[config.mk]
export PLATFORM = sky130hd
export DESIGN_NAME = mult4_arbiter
export DESIGN_NICKNAME = d
export VERILOG_FILES = /design/src/rtl/mult4_pkg.sv /design/src/rtl/array_multiplier.sv /design/src/rtl/mult4_arbiter.sv
export SDC_FILE = /design/constraint.sdc
export NUM_CORES = 1
export LEC_CHECK = 0
export BUFFER_PORTS_ARGS = -buffer_cell sky130_fd_sc_hd__buf_2
export CAP_MARGIN = 20
export CORE_UTILIZATION = 30
export CTS_BUF_LIST = sky130_fd_sc_hd__clkbuf_8
export DETAILED_ROUTE_END_ITERATION = 8
export PLACE_DENSITY = 0.6
export SETUP_SLACK_MARGIN = 0.02
export SYNTH_ARGS = -nofsm -noshare
export SYNTH_HDL_FRONTEND = slang
export SYNTH_SLANG_ARGS = --single-unit
export TNS_END_PERCENT = 5
[constraint.sdc]
create_clock -name clk -period 5.8 [get_ports clk]
set_clock_uncertainty 0.2 [all_clocks]
set_input_delay 1.16 -clock clk [delete_from_list [all_inputs] [get_ports clk]]
set_output_delay 1.16 -clock clk [all_outputs]
set_load 0.01 [all_outputs]
[src/rtl/mult4_pkg.sv]
// Shared definitions for the mult4_arbiter block: operand/product widths and FSM encoding.
package mult4_pkg;

  localparam int unsigned OPERAND_W = 4;
  localparam int unsigned PRODUCT_W = 8;

  typedef enum logic [1:0] {
    StIdle = 2'd0,
    StCalc = 2'd1,
    StResp = 2'd2
  } state_e;

endpackage

[src/rtl/array_multiplier.sv]
// Unsigned OPERAND_W x OPERAND_W array multiplier built from AND partial products and
// ripple-carry full-adder rows. Purely combinational.
module array_multiplier
  import mult4_pkg::*;
(
  input  logic [OPERAND_W-1:0] a_i,
  input  logic [OPERAND_W-1:0] b_i,
  output logic [PRODUCT_W-1:0] product_o
);

  localparam int unsigned W = OPERAND_W;

  // Each row adds one shifted partial product to the running upper sum; the low bit of
  // every row drops out as a final product bit.
  always_comb begin : p_array
    logic [W-1:0] acc;
    logic [W-1:0] pp;
    logic [W-1:0] sum;
    logic         carry;
    logic         half;
    product_o    = '0;
    pp           = a_i & {W{b_i[0]}};
    product_o[0] = pp[0];
    acc          = {1'b0, pp[W-1:1]};
    for (int i = 1; i < W; i++) begin
      pp    = a_i & {W{b_i[i]}};
      carry = 1'b0;
      for (int j = 0; j < W; j++) begin
        half   = acc[j] ^ pp[j];
        sum[j] = half ^ carry;
        carry  = (acc[j] & pp[j]) | (carry & half);
      end
      product_o[i] = sum[0];
      acc          = {carry, sum[W-1:1]};
    end
    product_o[PRODUCT_W-1:W] = acc;
  end

endmodule

[src/rtl/mult4_arbiter.sv]
// Two-port round-robin front end to a single shared 4x4 multiplier, one transaction in
// flight. Optional per-port saturating completion counters are built when
// MULT4_ARBITER_STATS_EN is defined (adds the done_cnt0/done_cnt1 ports).
module mult4_arbiter
  import mult4_pkg::*;
#(
  parameter int unsigned STAT_W = 16
) (
  input  logic                 clk,
  input  logic                 rst_n,
  input  logic                 req_valid0,
  input  logic                 req_valid1,
  output logic                 req_ready0,
  output logic                 req_ready1,
  input  logic [OPERAND_W-1:0] a0,
  input  logic [OPERAND_W-1:0] b0,
  input  logic [OPERAND_W-1:0] a1,
  input  logic [OPERAND_W-1:0] b1,
  output logic                 resp_valid0,
  output logic                 resp_valid1,
  input  logic                 resp_ready0,
  input  logic                 resp_ready1,
  output logic [PRODUCT_W-1:0] product
`ifdef MULT4_ARBITER_STATS_EN
  ,
  output logic [STAT_W-1:0]    done_cnt0,
  output logic [STAT_W-1:0]    done_cnt1
`endif
);

  state_e               state_q, state_d;
  logic                 gnt_q, gnt_d;    // port owning the in-flight transaction
  logic                 prio_q, prio_d;  // last served port; the other one wins ties
  logic [OPERAND_W-1:0] a_q, a_d;
  logic [OPERAND_W-1:0] b_q, b_d;
  logic [PRODUCT_W-1:0] product_q, product_d;
  logic [PRODUCT_W-1:0] mult_out;
  logic                 grant_idx;
  logic                 req_hs;
  logic                 resp_hs;

  array_multiplier u_mult (
    .a_i       (a_q),
    .b_i       (b_q),
    .product_o (mult_out)
  );

  // Arbitration and handshake decode; ready is gated by rst_n so nothing is accepted in reset.
  always_comb begin
    grant_idx   = (req_valid0 && req_valid1) ? ~prio_q : req_valid1;
    req_ready0  = rst_n && (state_q == StIdle) && req_valid0 && !grant_idx;
    req_ready1  = rst_n && (state_q == StIdle) && req_valid1 && grant_idx;
    resp_valid0 = (state_q == StResp) && !gnt_q;
    resp_valid1 = (state_q == StResp) && gnt_q;
    req_hs      = req_ready0 || req_ready1;
    resp_hs     = (resp_valid0 && resp_ready0) || (resp_valid1 && resp_ready1);
  end

  // Next-state logic: capture operands on accept, register product in CALC, wait in RESP.
  always_comb begin
    state_d   = state_q;
    gnt_d     = gnt_q;
    prio_d    = prio_q;
    a_d       = a_q;
    b_d       = b_q;
    product_d = product_q;
    unique case (state_q)
      StIdle: begin
        if (req_hs) begin
          gnt_d   = grant_idx;
          a_d     = grant_idx ? a1 : a0;
          b_d     = grant_idx ? b1 : b0;
          state_d = StCalc;
        end
      end
      StCalc: begin
        product_d = mult_out;
        state_d   = StResp;
      end
      StResp: begin
        if (resp_hs) begin
          prio_d  = gnt_q;
          state_d = StIdle;
        end
      end
      default: state_d = StIdle;
    endcase
  end

  // State and datapath registers.
  always_ff @(posedge clk or negedge rst_n) begin
    if (!rst_n) begin
      state_q   <= StIdle;
      gnt_q     <= 1'b0;
      prio_q    <= 1'b1;
      a_q       <= '0;
      b_q       <= '0;
      product_q <= '0;
    end else begin
      state_q   <= state_d;
      gnt_q     <= gnt_d;
      prio_q    <= prio_d;
      a_q       <= a_d;
      b_q       <= b_d;
      product_q <= product_d;
    end
  end

  assign product = product_q;

`ifdef MULT4_ARBITER_STATS_EN
  logic [STAT_W-1:0] done_cnt0_q, done_cnt0_d;
  logic [STAT_W-1:0] done_cnt1_q, done_cnt1_d;

  // Saturating completion counters, bumped on each response handshake.
  always_comb begin
    done_cnt0_d = done_cnt0_q;
    done_cnt1_d = done_cnt1_q;
    if (resp_valid0 && resp_ready0 && (done_cnt0_q != '1)) begin
      done_cnt0_d = done_cnt0_q + 1'b1;
    end
    if (resp_valid1 && resp_ready1 && (done_cnt1_q != '1)) begin
      done_cnt1_d = done_cnt1_q + 1'b1;
    end
  end

  // Counter registers.
  always_ff @(posedge clk or negedge rst_n) begin
    if (!rst_n) begin
      done_cnt0_q <= '0;
      done_cnt1_q <= '0;
    end else begin
      done_cnt0_q <= done_cnt0_d;
      done_cnt1_q <= done_cnt1_d;
    end
  end

  assign done_cnt0 = done_cnt0_q;
  assign done_cnt1 = done_cnt1_q;
`else
  logic unused_stat_w;
  assign unused_stat_w = (STAT_W == 0);
`endif

endmodule
==> key figures, run 1 <==
Status
  – Status: finished, final reports clean

Floorplanning
  – IO Pins: 34
  – Die area: 4240 µm²
  – Initial core utilization: 31.9%
  – Cell row count: 22
  – Die Span Y: 65.1 µm
  – Die X-Extent: 65.1 µm
  – CORE AREA: 3740 µm²

Yosys
  – EDFF count, synth: 0
  – Sequential area share after synthesis: 42.0%
  – Mean Syn Cell Area: 11.2 µm²
  – Number of synthesis warnings: 0
  – Most common cell in the netlist: dfrtp_1
  – Mux share of post-synthesis cell area: 3.66%
  – Synth top area cells: dfrtp_1 40%, fa_1 13%, a2bb2oi_1 5.9%
  – Cells after Synth: 107
  – Largest area contributor in the netlist: dfrtp_1
  – Adder-cell share of the synthesized area: 17.6%
  – Proportion of netlist area held by the largest area contributor: 39.8%
  – Async set-or-reset flop fraction in the synthesized netlist: 100%
  – Mapped Nets: 141
  – XOR/XNOR Fraction of Synth Area: 0%
  – Register bit total from synthesis: 20
  – Synth top cells by count: 19 x dfrtp_1, 15 x nand2_1
  – Largest family of logic cells by synthesized area: adder cells
  – Simple-Gate Fraction of Synth Area: 16.8%
  – Post-Syn Area: 1190 µm²
  – Compound-Gate Fraction of Synth Area: 16.1%
  – Top_reg_cell synth: dfrtp_1
  – Synth unique cells: 28

Pwr
  – Post-layout power: 0.000993 W
  – Leak pwr: 0.702 nW
  – Pwr Density: 679 nW/µm²
  – Peak supply drop: 0.243 mV

CTS
  – Post-CTS Setup Inserts: 0
  – Clock latency on the worst-skew pair: 0.25 ns
  – Post-CTS resize count: 0
  – TritonCTS clock tree: built
  – Total CTS buffers: 3
  – Clk buf depth: 2
  – CTS Sinks: 20
  – Clock transition at the registers of the reported paths: 0.07 ns
  – Clk root buf: clkbuf_8
  – # hold bufs at CTS: 0
  – H-tree depth: 1

STA
  – Setup Viol. Count Final: 0
  – Post-route setup TNS: 0 ns
  – Final Cycle Share: 75.7%
  – Least-Margin Pin Slew: 1.01 ns
  – Final worst path period need: 4.39 ns
  – Final Slew Violations: 0
  – Max_slew headroom: 32.8%
  – Setup ws final: 1.41 ns
  – RSZ-0062 raised after global routing: no
  – Fmax: 228 MHz
  – Final hold vios: 0

Routing
  – TritonRoute pass-1 iters: 4
  – Vias/cell: 4.77
  – Antenna viol nets, final: 0
  – Total Wirelength: 2410 µm
  – Initial DRC count: 12
  – Vias: 902
  – Drt drc: 0
  – WL/cell: 12.8 µm

Job
  – Max-cap violations: 0

Final layout
  – Area delta synth->final: 22.4%
  – Layout cells sized above 1: 31.2%
  – Cell Count, Final, Fillers Out: 189
  – # fillers: 405
  – Ant diodes: 0
  – Final core occ: 39.1%
  – Nets: 176

Worst setup path
  – Crit path largest cell delay: 0.50 ns
  – CP Capture Type: flip-flop
  – CP max-delay cell: fa_1
  – Buf/Inv on CP: 3
  – Cell mode on critical path: fa_1
  – Cell breakdown of the critical path: and2_1 > ha_1 > inv_1 > fa_1 > fa_1 > inv_1 > fa_1 > fa_1 > fa_1 > inv_1 > fa_1 > fa_1 > o21ai_0
  – Critical Path RT: 5.73 ns
  – CP delay by family, top: adder cells
  – Setup CP Type: reg2reg
  – Worst setup SP type: flip-flop
  – Crit path DAT: 4.32 ns
  – Crit-path max FO: 5

Global routing
  – Total grt overflow: 0
  – First-pass GRT wire length: 4300 µm
  – Number of global-route vias before repair: 955
  – GRT Util Overall: 13.4%
  – Largest net degree at the start of global routing: 23
  – Initial antenna violation count: 0

Place
  – Inst Count DP: 185
  – Pre-CTS WS: 1.40 ns
  – Placer Congestion: 0.811
  – DPL Wire Length: 1990 µm
  – I/O Buffers: 33

Hold path
  – Hold crit path type: reg2reg
[worst min-delay path, stage by stage (launching register included)]
cell	delay [ns]
dfrtp_1	0.34
nand2_1	0.05
o21ai_0	0.06
[final timing paths]
kind                                  from          to  slack (ns)  cells after the start
min in group asynchronous            rst_n  product[0]        0.65                      1
worst min register to register  product[6]  product[6]        0.28                      2
worst min-delay path            product[6]  product[6]        0.28                      2
worst max-delay path                b_q[0]  product[6]        1.41                     13
worst max register to register      b_q[0]  product[6]        1.41                     13
max in group asynchronous            rst_n      prio_q        4.41                      1
[metrics by stage]
stage / hold WS, ns / area [µm²]
detailed placement: 0.267 / 1410
global placement: 0.259 / 1410
finish: 0.279 / 1460
global route: 0.317 / 1460
CTS: 0.284 / 1460
floorplan: 0.316 / 1190
[cell usage in the layout (no fill, tap or decap)]
master / synthesis / layout
nand2_1: 15 / 15
a2bb2oi_1: 8 / 8
and2_1: 8 / 8
dfrtp_1: 19 / 19
nor2_8: 1 / 1
mux2i_1: 1 / 1
a21bo_2: 1 / 1
nor2b_1: 1 / 1
nand2b_1: 1 / 1
or3b_4: 1 / 1
clkinv_1: 1 / 1
o32ai_1: 8 / 8
o21ai_0: 5 / 5
nor3b_1: 2 / 2
ha_1: 4 / 4
and3b_1: 1 / 1
dfstp_2: 1 / 1
clkbuf_8: 0 / 4
a22o_1: 1 / 1
nor3_1: 1 / 1
nor2_1: 2 / 2
and2_0: 1 / 1
a211o_1: 1 / 1
mux2_2: 3 / 3
buf_2: 1 / 33
fa_1: 8 / 8
nand3b_1: 1 / 1
inv_1: 8 / 8
[registers in the layout (all words and copies together), names as in the netlist]
register and flops:
state_q 2, gnt_q 1, prio_q 1, a_q 4, product 8, b_q 4
[power by group]
part / internal, W / switching [W] / total [W] / leakage, nW
registers: 0.000209 / 0.0000600 / 0.000269 / 0.231
logic: 0.000295 / 0.000324 / 0.000619 / 0.442
clock network: 0.0000604 / 0.0000443 / 0.000105 / 0.0288
total: 0.000565 / 0.000428 / 0.000993 / 0.702
[metal layers]
| layer | global-route usage [%] | part of all wire [%] | vias up |
|---|---|---|---|
| met3 | 3.30 | 3.9 | 4 |
| met2 | 22.5 | 49 | 19 |
| met4 | 4.62 | 1.7 | 0 |
| met1 | 16.7 | 45 | 434 |
| li1 | - | - | 445 |
| met5 | 0 | 0 | - |
[cell type report]
type | count | area [µm²] | share of cell area, %
clock buffers | 4 | 55.1 | 3.76
inverters | 9 | 33.8 | 2.31
multi-input cells | 75 | 647 | 44.2
flip-flops and latches | 20 | 502 | 34.3
well taps | 48 | 60.1 | 4.11
repair buffers | 33 | 165 | 11.3
[logic make-up (layout without fill, tap and decap cells)]
| group | count (synthesis) | count (layout) |
|---|---|---|
| simple gates | 35 | 35 |
| compound gates | 24 | 24 |
| flops | 20 | 20 |
| fa+ha+maj | 12 | 12 |
| buf+inv | 12 | 46 |
| mux | 4 | 4 |
Power figures use the tool's default switching activity.
==> run 2, diff against run 1 <==
Settings changed: ABC_AREA from default to 1, PLACE_DENSITY 0.6 to 0.61.
Clock period 5.8 ns to 3.62 ns, I/O delays scaled along.
==> key figures, run 2 <==
Status
  – Status: finished, violations left
  – Failing checks: negative setup slack

Place
  – Inst Count DP: 252
  – DPL Wire Length: 2020 µm
  – Pre-CTS WS: -0.424 ns
  – I/O Buffers: 33
  – Placer Congestion: 0.744

Yosys
  – Sequential area share after synthesis: 38.1%
  – Top_reg_cell synth: dfrtp_1
  – Largest area contributor in the netlist: dfrtp_1
  – Synth unique cells: 17
  – Cells after Synth: 164
  – Mapped Nets: 198
  – Most common cell in the netlist: nand2_1
  – Mean Syn Cell Area: 8.03 µm²
  – Async set-or-reset flop fraction in the synthesized netlist: 100%
  – Post-Syn Area: 1320 µm²
  – Synth top area cells: dfrtp_1 36%, nand2_1 20%, fa_1 12%
  – Synth top cells by count: 71 x nand2_1, 21 x inv_1, 19 x dfrtp_1, 19 x nand3_1, 8 x fa_1
  – Register bit total from synthesis: 20
  – EDFF count, synth: 0
  – Number of synthesis warnings: 0
  – Proportion of netlist area held by the largest area contributor: 36.1%

STA
  – Final hold vios: 0
  – Least-Margin Pin Slew: 0.235 ns
  – Final Slew Violations: 0
  – RSZ-0062 raised after global routing: yes
  – WHS: 0.107 ns
  – Max_slew headroom: 84.3%
  – Fmax: 250 MHz
  – Final Cycle Share: 110%
  – Setup Viol. Count Final: 3
  – Final worst path period need: 3.99 ns
  – Setup ws final: -0.375 ns

Routing
  – Vias/cell: 4.32
  – Initial DRC count: 17
  – Total Wirelength: 2410 µm
  – Vias: 1120
  – WL/cell: 9.31 µm
  – TritonRoute pass-1 iters: 3
  – Drt drc: 0
  – Antenna viol nets, final: 0

CTS
  – CTS Sinks: 20
  – H-tree depth: 1
  – Total CTS buffers: 3
  – Clk buf depth: 2
  – # hold bufs at CTS: 0
  – TritonCTS clock tree: built
  – Clk root buf: clkbuf_8
  – Clock transition at the registers of the reported paths: 0.08 ns
  – Clock latency on the worst-skew pair: 0.26 ns

Global routing
  – First-pass GRT wire length: 4380 µm
  – Largest net degree at the start of global routing: 14
  – Total grt overflow: 0
  – GRT Util Overall: 12.6%
  – Initial antenna violation count: 0
  – Number of global-route vias before repair: 1014

Worst setup path
  – CP Capture Type: flip-flop
  – Cell mode on critical path: fa_2
  – CP delay by family, top: adder cells
  – Crit path largest cell delay: 0.50 ns
  – Critical Path RT: 3.57 ns
  – Setup CP Type: reg2reg
  – Cell breakdown of the critical path: nand2_1 > inv_1 > ha_1 > inv_1 > fa_2 > fa_1 > inv_1 > fa_2 > fa_2 > fa_1 > inv_2 > fa_2 > fa_1 > o21ai_2
  – Worst setup SP type: flip-flop
  – Crit-path max FO: 3
  – CP max-delay cell: fa_1
  – Buf/Inv on CP: 4
  – Crit path DAT: 3.94 ns

Final layout
  – Area delta synth->final: 27.9%
  – Cell Count, Final, Fillers Out: 259
  – Commonest non-fill, non-tap cells in the layout: 71 x nand2_1, 33 x buf_2, 20 x inv_1
  – Nets: 244
  – Max FFs per register: 8
  – # fillers: 437
  – Ant diodes: 0
  – Final core occ: 41.0%
  – Commonest non-fill, non-tap cell in the layout: nand2_1
  – Layout cells sized above 1: 32.5%

Floorplanning
  – CORE AREA: 4120 µm²
  – IO Pins: 34
  – Cell row count: 23
  – Die area: 4660 µm²
  – Initial core utilization: 32.0%
  – Die Span Y: 68.3 µm
  – Die X-Extent: 68.3 µm

Pwr
  – Pwr Density: 676 nW/µm²
  – Leak pwr: 0.995 nW
  – Peak supply drop: 0.173 mV

Job
  – Max-cap violations: 0

Hold path
  – Hold crit path type: in2async
-- run 2: cell types whose count changed in the layout (fill, tap and decap cells not counted), sizes merged, moves of 2 or more --
| cell | change |
|---|---|
| a2bb2oi | -8 |
| and2 | -9 |
| buf | +10 |
| inv | +16 |
| mux2 | -3 |
| nand2 | +59 |
| nand3 | +20 |
| nor2 | +4 |
| nor3b | -2 |
| o32ai | -8 |
-- run 2: final cells by class --
cell class | count | area (µm²) | area share (%)
multi-input combinational | 118 | 719 | 42.7
sequential | 20 | 502 | 29.8
timing repair buffer | 43 | 240 | 14.3
inverter | 24 | 90.1 | 5.35
tap | 50 | 62.6 | 3.71
clock buffer | 3 | 41.3 | 2.45
clock inverter | 1 | 30.0 | 1.78
-- run 2: final timing paths --
path / end / slack [ns] / from / depth (start not counted)
setup / recovery: product[6] / -0.37 / b_q[0] / 14
hold / removal: state_q[0] / 0.11 / rst_n / 1
setup reg to reg: product[6] / -0.37 / b_q[0] / 14
hold reg to reg: product[2] / 0.27 / product[2] / 2
max in group asynchronous: prio_q / 2.60 / rst_n / 2
min in group clk: product[2] / 0.27 / product[2] / 2
-- run 2: logic make-up after synthesis --
group	after synthesis	synth area share [%]
buffers and inverters	26	8.26
adders and majority gates	12	16.0
AOI/OAI and AO/OA	5	3.89
DFF	20	38.1
and+or+nand+nor	101	33.8
-- run 2: timing repair --
action,4_1_cts,5_1_grt
pin swaps,2,0
buffers inserted,2,1
endpoints found under the setup margin,3,3
resized for setup,0,1
-- run 2: metrics by stage --
| step | instance area (µm²) | setup TNS [ns] | power (W) |
|---|---|---|---|
| final | 1690 | -0.722 | 0.00114 |
| after global routing | 1690 | -1.19 | 0.00126 |
| after CTS | 1680 | -0.675 | 0.00115 |
| after detailed placement | 1590 | -0.830 | 0.000907 |
| after global placement | 1590 | -0.715 | 0.000898 |
| after floorplan | 1330 | -0.614 | 0.000731 |
-- run 2: report_power, final --
group	internal, W	leakage, nW	switching (W)
clock network	0.000148	0.0357	0.0000762
logic	0.000229	0.702	0.000291
registers	0.000323	0.257	0.0000719
-- run 2: worst reg2reg max path: cells and delay by family (launching register included) --
kind,cells,cell delay [ns]
adder cells (fa/ha/maj),8,2.98
AND/OR/NAND/NOR,1,0.06
AO/OA/AOI/OAI,1,0.06
flip-flops,1,0.37
buffers and inverters,4,0.20
-- run 2: metal layers --
layer	wire (µm)	global-route usage, %	share of wire, %
met1	1190	17.3	49
met2	1070	19.4	44
met3	111	2.00	4.6
met4	40	5.47	1.7
met5	0	0	0
==> run 3, diff against run 2 <==
Settings changed: CAP_MARGIN 20 to 15, SETUP_SLACK_MARGIN 0.02 to default, SYNTH_HIERARCHICAL from default to 1.
==> key figures, run 3 <==
STA
  – Least-Margin Pin Slew: 0.416 ns
  – Max_slew headroom: 72.3%
  – Final Slew Violations: 0
  – Fmax: 247 MHz
  – Setup ws final: -0.426 ns
  – Final Cycle Share: 112%
  – Final worst path period need: 4.05 ns
  – RSZ-0062 raised after global routing: yes
  – Setup Viol. Count Final: 3
  – Post-route setup TNS: -0.919 ns
  – Final hold vios: 0

Final layout
  – Commonest non-fill, non-tap cell in the layout: nand2_1
  – Layout cells sized above 1: 32.2%
  – Commonest non-fill, non-tap cells in the layout: 78 x nand2_1, 33 x buf_2, 21 x inv_1
  – Area delta synth->final: 23.4%
  – Max FFs per register: 8
  – Nets: 249
  – Ant diodes: 0
  – Final Instance Area: 1670 µm²
  – # fillers: 460

Yosys
  – Mean Syn Cell Area: 7.83 µm²
  – Synth top cells by count: 78 x nand2_1, 23 x inv_1, 19 x dfrtp_1, 16 x nand3_1, 8 x fa_1
  – Proportion of netlist area held by the largest area contributor: 35.1%
  – Number of synthesis warnings: 6
  – EDFF count, synth: 0
  – Top_reg_cell synth: dfrtp_1
  – Synth top area cells: dfrtp_1 35%, nand2_1 22%, fa_1 12%
  – Cells after Synth: 173
  – Sequential area share after synthesis: 37.1%
  – Synth unique cells: 20
  – Async set-or-reset flop fraction in the synthesized netlist: 100%
  – Register bit total from synthesis: 20
  – Largest area contributor in the netlist: dfrtp_1
  – Post-Syn Area: 1350 µm²
  – Mapped Nets: 207
  – Most common cell in the netlist: nand2_1

Global routing
  – Largest net degree at the start of global routing: 22
  – First-pass GRT wire length: 4580 µm
  – Total grt overflow: 0
  – Number of global-route vias before repair: 1050
  – GRT Util Overall: 11.7%
  – Initial antenna violation count: 0

CTS
  – CTS Sinks: 20
  – Clock transition at the registers of the reported paths: 0.07 ns
  – Clock latency on the worst-skew pair: 0.26 ns
  – Clk root buf: clkbuf_8
  – Total CTS buffers: 3
  – H-tree depth: 1
  – # hold bufs at CTS: 0
  – TritonCTS clock tree: built
  – Clk buf depth: 2

Routing
  – Vias/cell: 4.17
  – Vias: 1108
  – Initial DRC count: 52
  – Drt drc: 0
  – WL/cell: 9.31 µm
  – Total Wirelength: 2480 µm
  – Antenna viol nets, final: 0
  – TritonRoute pass-1 iters: 4

Worst setup path
  – Worst setup SP type: flip-flop
  – Crit path DAT: 4.00 ns
  – Reg2reg setup slack: -0.43 ns
  – Setup CP Type: reg2reg
  – Crit-path max FO: 2
  – CP Capture Type: flip-flop
  – Critical Path RT: 3.57 ns

Floorplanning
  – Cell row count: 24
  – Die area: 4790 µm²
  – Die Span Y: 69.2 µm
  – Die X-Extent: 69.2 µm
  – Initial core utilization: 31.1%
  – IO Pins: 34
  – CORE AREA: 4350 µm²

Status
  – Failing checks: negative setup slack
  – Status: finished, violations left

Pwr
  – Pwr Density: 677 nW/µm²
  – Peak supply drop: 0.188 mV
  – Leak pwr: 1.02 nW
  – Post-layout power: 0.00113 W

Place
  – Placer Congestion: 0.791
  – I/O Buffers: 33
  – Dpl cell area: 1610 µm²
  – DPL Wire Length: 2030 µm

Hold path
  – Hold crit path type: in2async

Job
  – Max-cap violations: 0
## run 3: changes by cell type after synthesis, moves of 2 or more
cell | before | now
nand2_1 | 71 | 78
nand2_2 | 0 | 6
o21ai_2 | 4 | 0
nand3_1 | 19 | 16
nor2_1 | 5 | 2
buf_6 | 1 | 3
inv_1 | 21 | 23
## run 3: timing repair
action / in CTS / in global routing
endpoints found under the setup margin: 3 / 3
gates resized for setup: 1 / 1
pin swaps: 1 / 1
buffers inserted: 1 / 0
## run 3: kinds of logic after synthesis
family                     share of synthesized area, %
DFF                                                37.1
buffers and inverters                              10.5
and+or+nand+nor                                    36.1
AOI/OAI and AO/OA                                 0.739
adders and majority gates                          15.5
## run 3: routing by layer
layer | GRT usage, % | routed length, µm | share of wire (%) | vias to the layer above
met3 | 2.18 | 117 | 4.7 | 5
met1 | 16.0 | 1270 | 51 | 473
met2 | 17.4 | 1030 | 42 | 29
met5 | 0 | 0 | 0 | -
li1 | - | - | - | 601
met4 | 6.12 | 58 | 2.3 | 0
## run 3: critical path: stages (launching register included)
cell and delay, ns:
dfrtp_1 0.35, nand2_1 0.05, inv_1 0.05, ha_1 0.13
inv_1 0.05, fa_2 0.33, fa_1 0.50, inv_2 0.04
fa_2 0.34, fa_2 0.53, inv_2 0.04, fa_2 0.34
fa_2 0.36, fa_1 0.48, inv_1 0.04, nand3_1 0.06
nand2_1 0.05
## run 3: cell type report
type | count | area [µm²] | area share [%]
Tap cell | 52 | 65.1 | 3.90
Sequential cell | 20 | 502 | 30.0
Inverter | 27 | 101 | 6.07
Timing Repair Buffer | 41 | 225 | 13.5
Clock buffer | 4 | 55.1 | 3.30
Multi-Input combinational cell | 122 | 722 | 43.2
## run 3: where the power goes
| group | switching [W] | internal, W | total (W) |
|---|---|---|---|
| Sequential | 0.0000761 | 0.000323 | 0.000399 |
| Combinational | 0.000319 | 0.000242 | 0.000561 |
| Clock | 0.0000737 | 0.0000969 | 0.000171 |
| Total | 0.000469 | 0.000662 | 0.00113 |
## run 3: path summary, 6_finish.rpt
kind | cells after the start | to | start
max in group asynchronous | 2 | prio_q | rst_n
setup / recovery | 16 | product[6] | a_q[1]
hold / removal | 2 | product[0] | rst_n
min in group clk | 2 | product[4] | product[4]
hold reg to reg | 2 | product[4] | product[4]
setup reg to reg | 16 | product[6] | a_q[1]
## run 3: metrics by stage
step | worst slack, ns | util, % | hold WS (ns) | std cells
floorplan | -0.385 | - | 0.228 | 173
finish | -0.426 | 38.4 | 0.266 | 266
global route | -0.586 | 38.4 | 0.284 | 266
CTS | -0.428 | 38.4 | 0.269 | 266
detailed placement | -0.450 | 36.9 | 0.256 | 261
global placement | -0.396 | 36.9 | 0.249 | 261
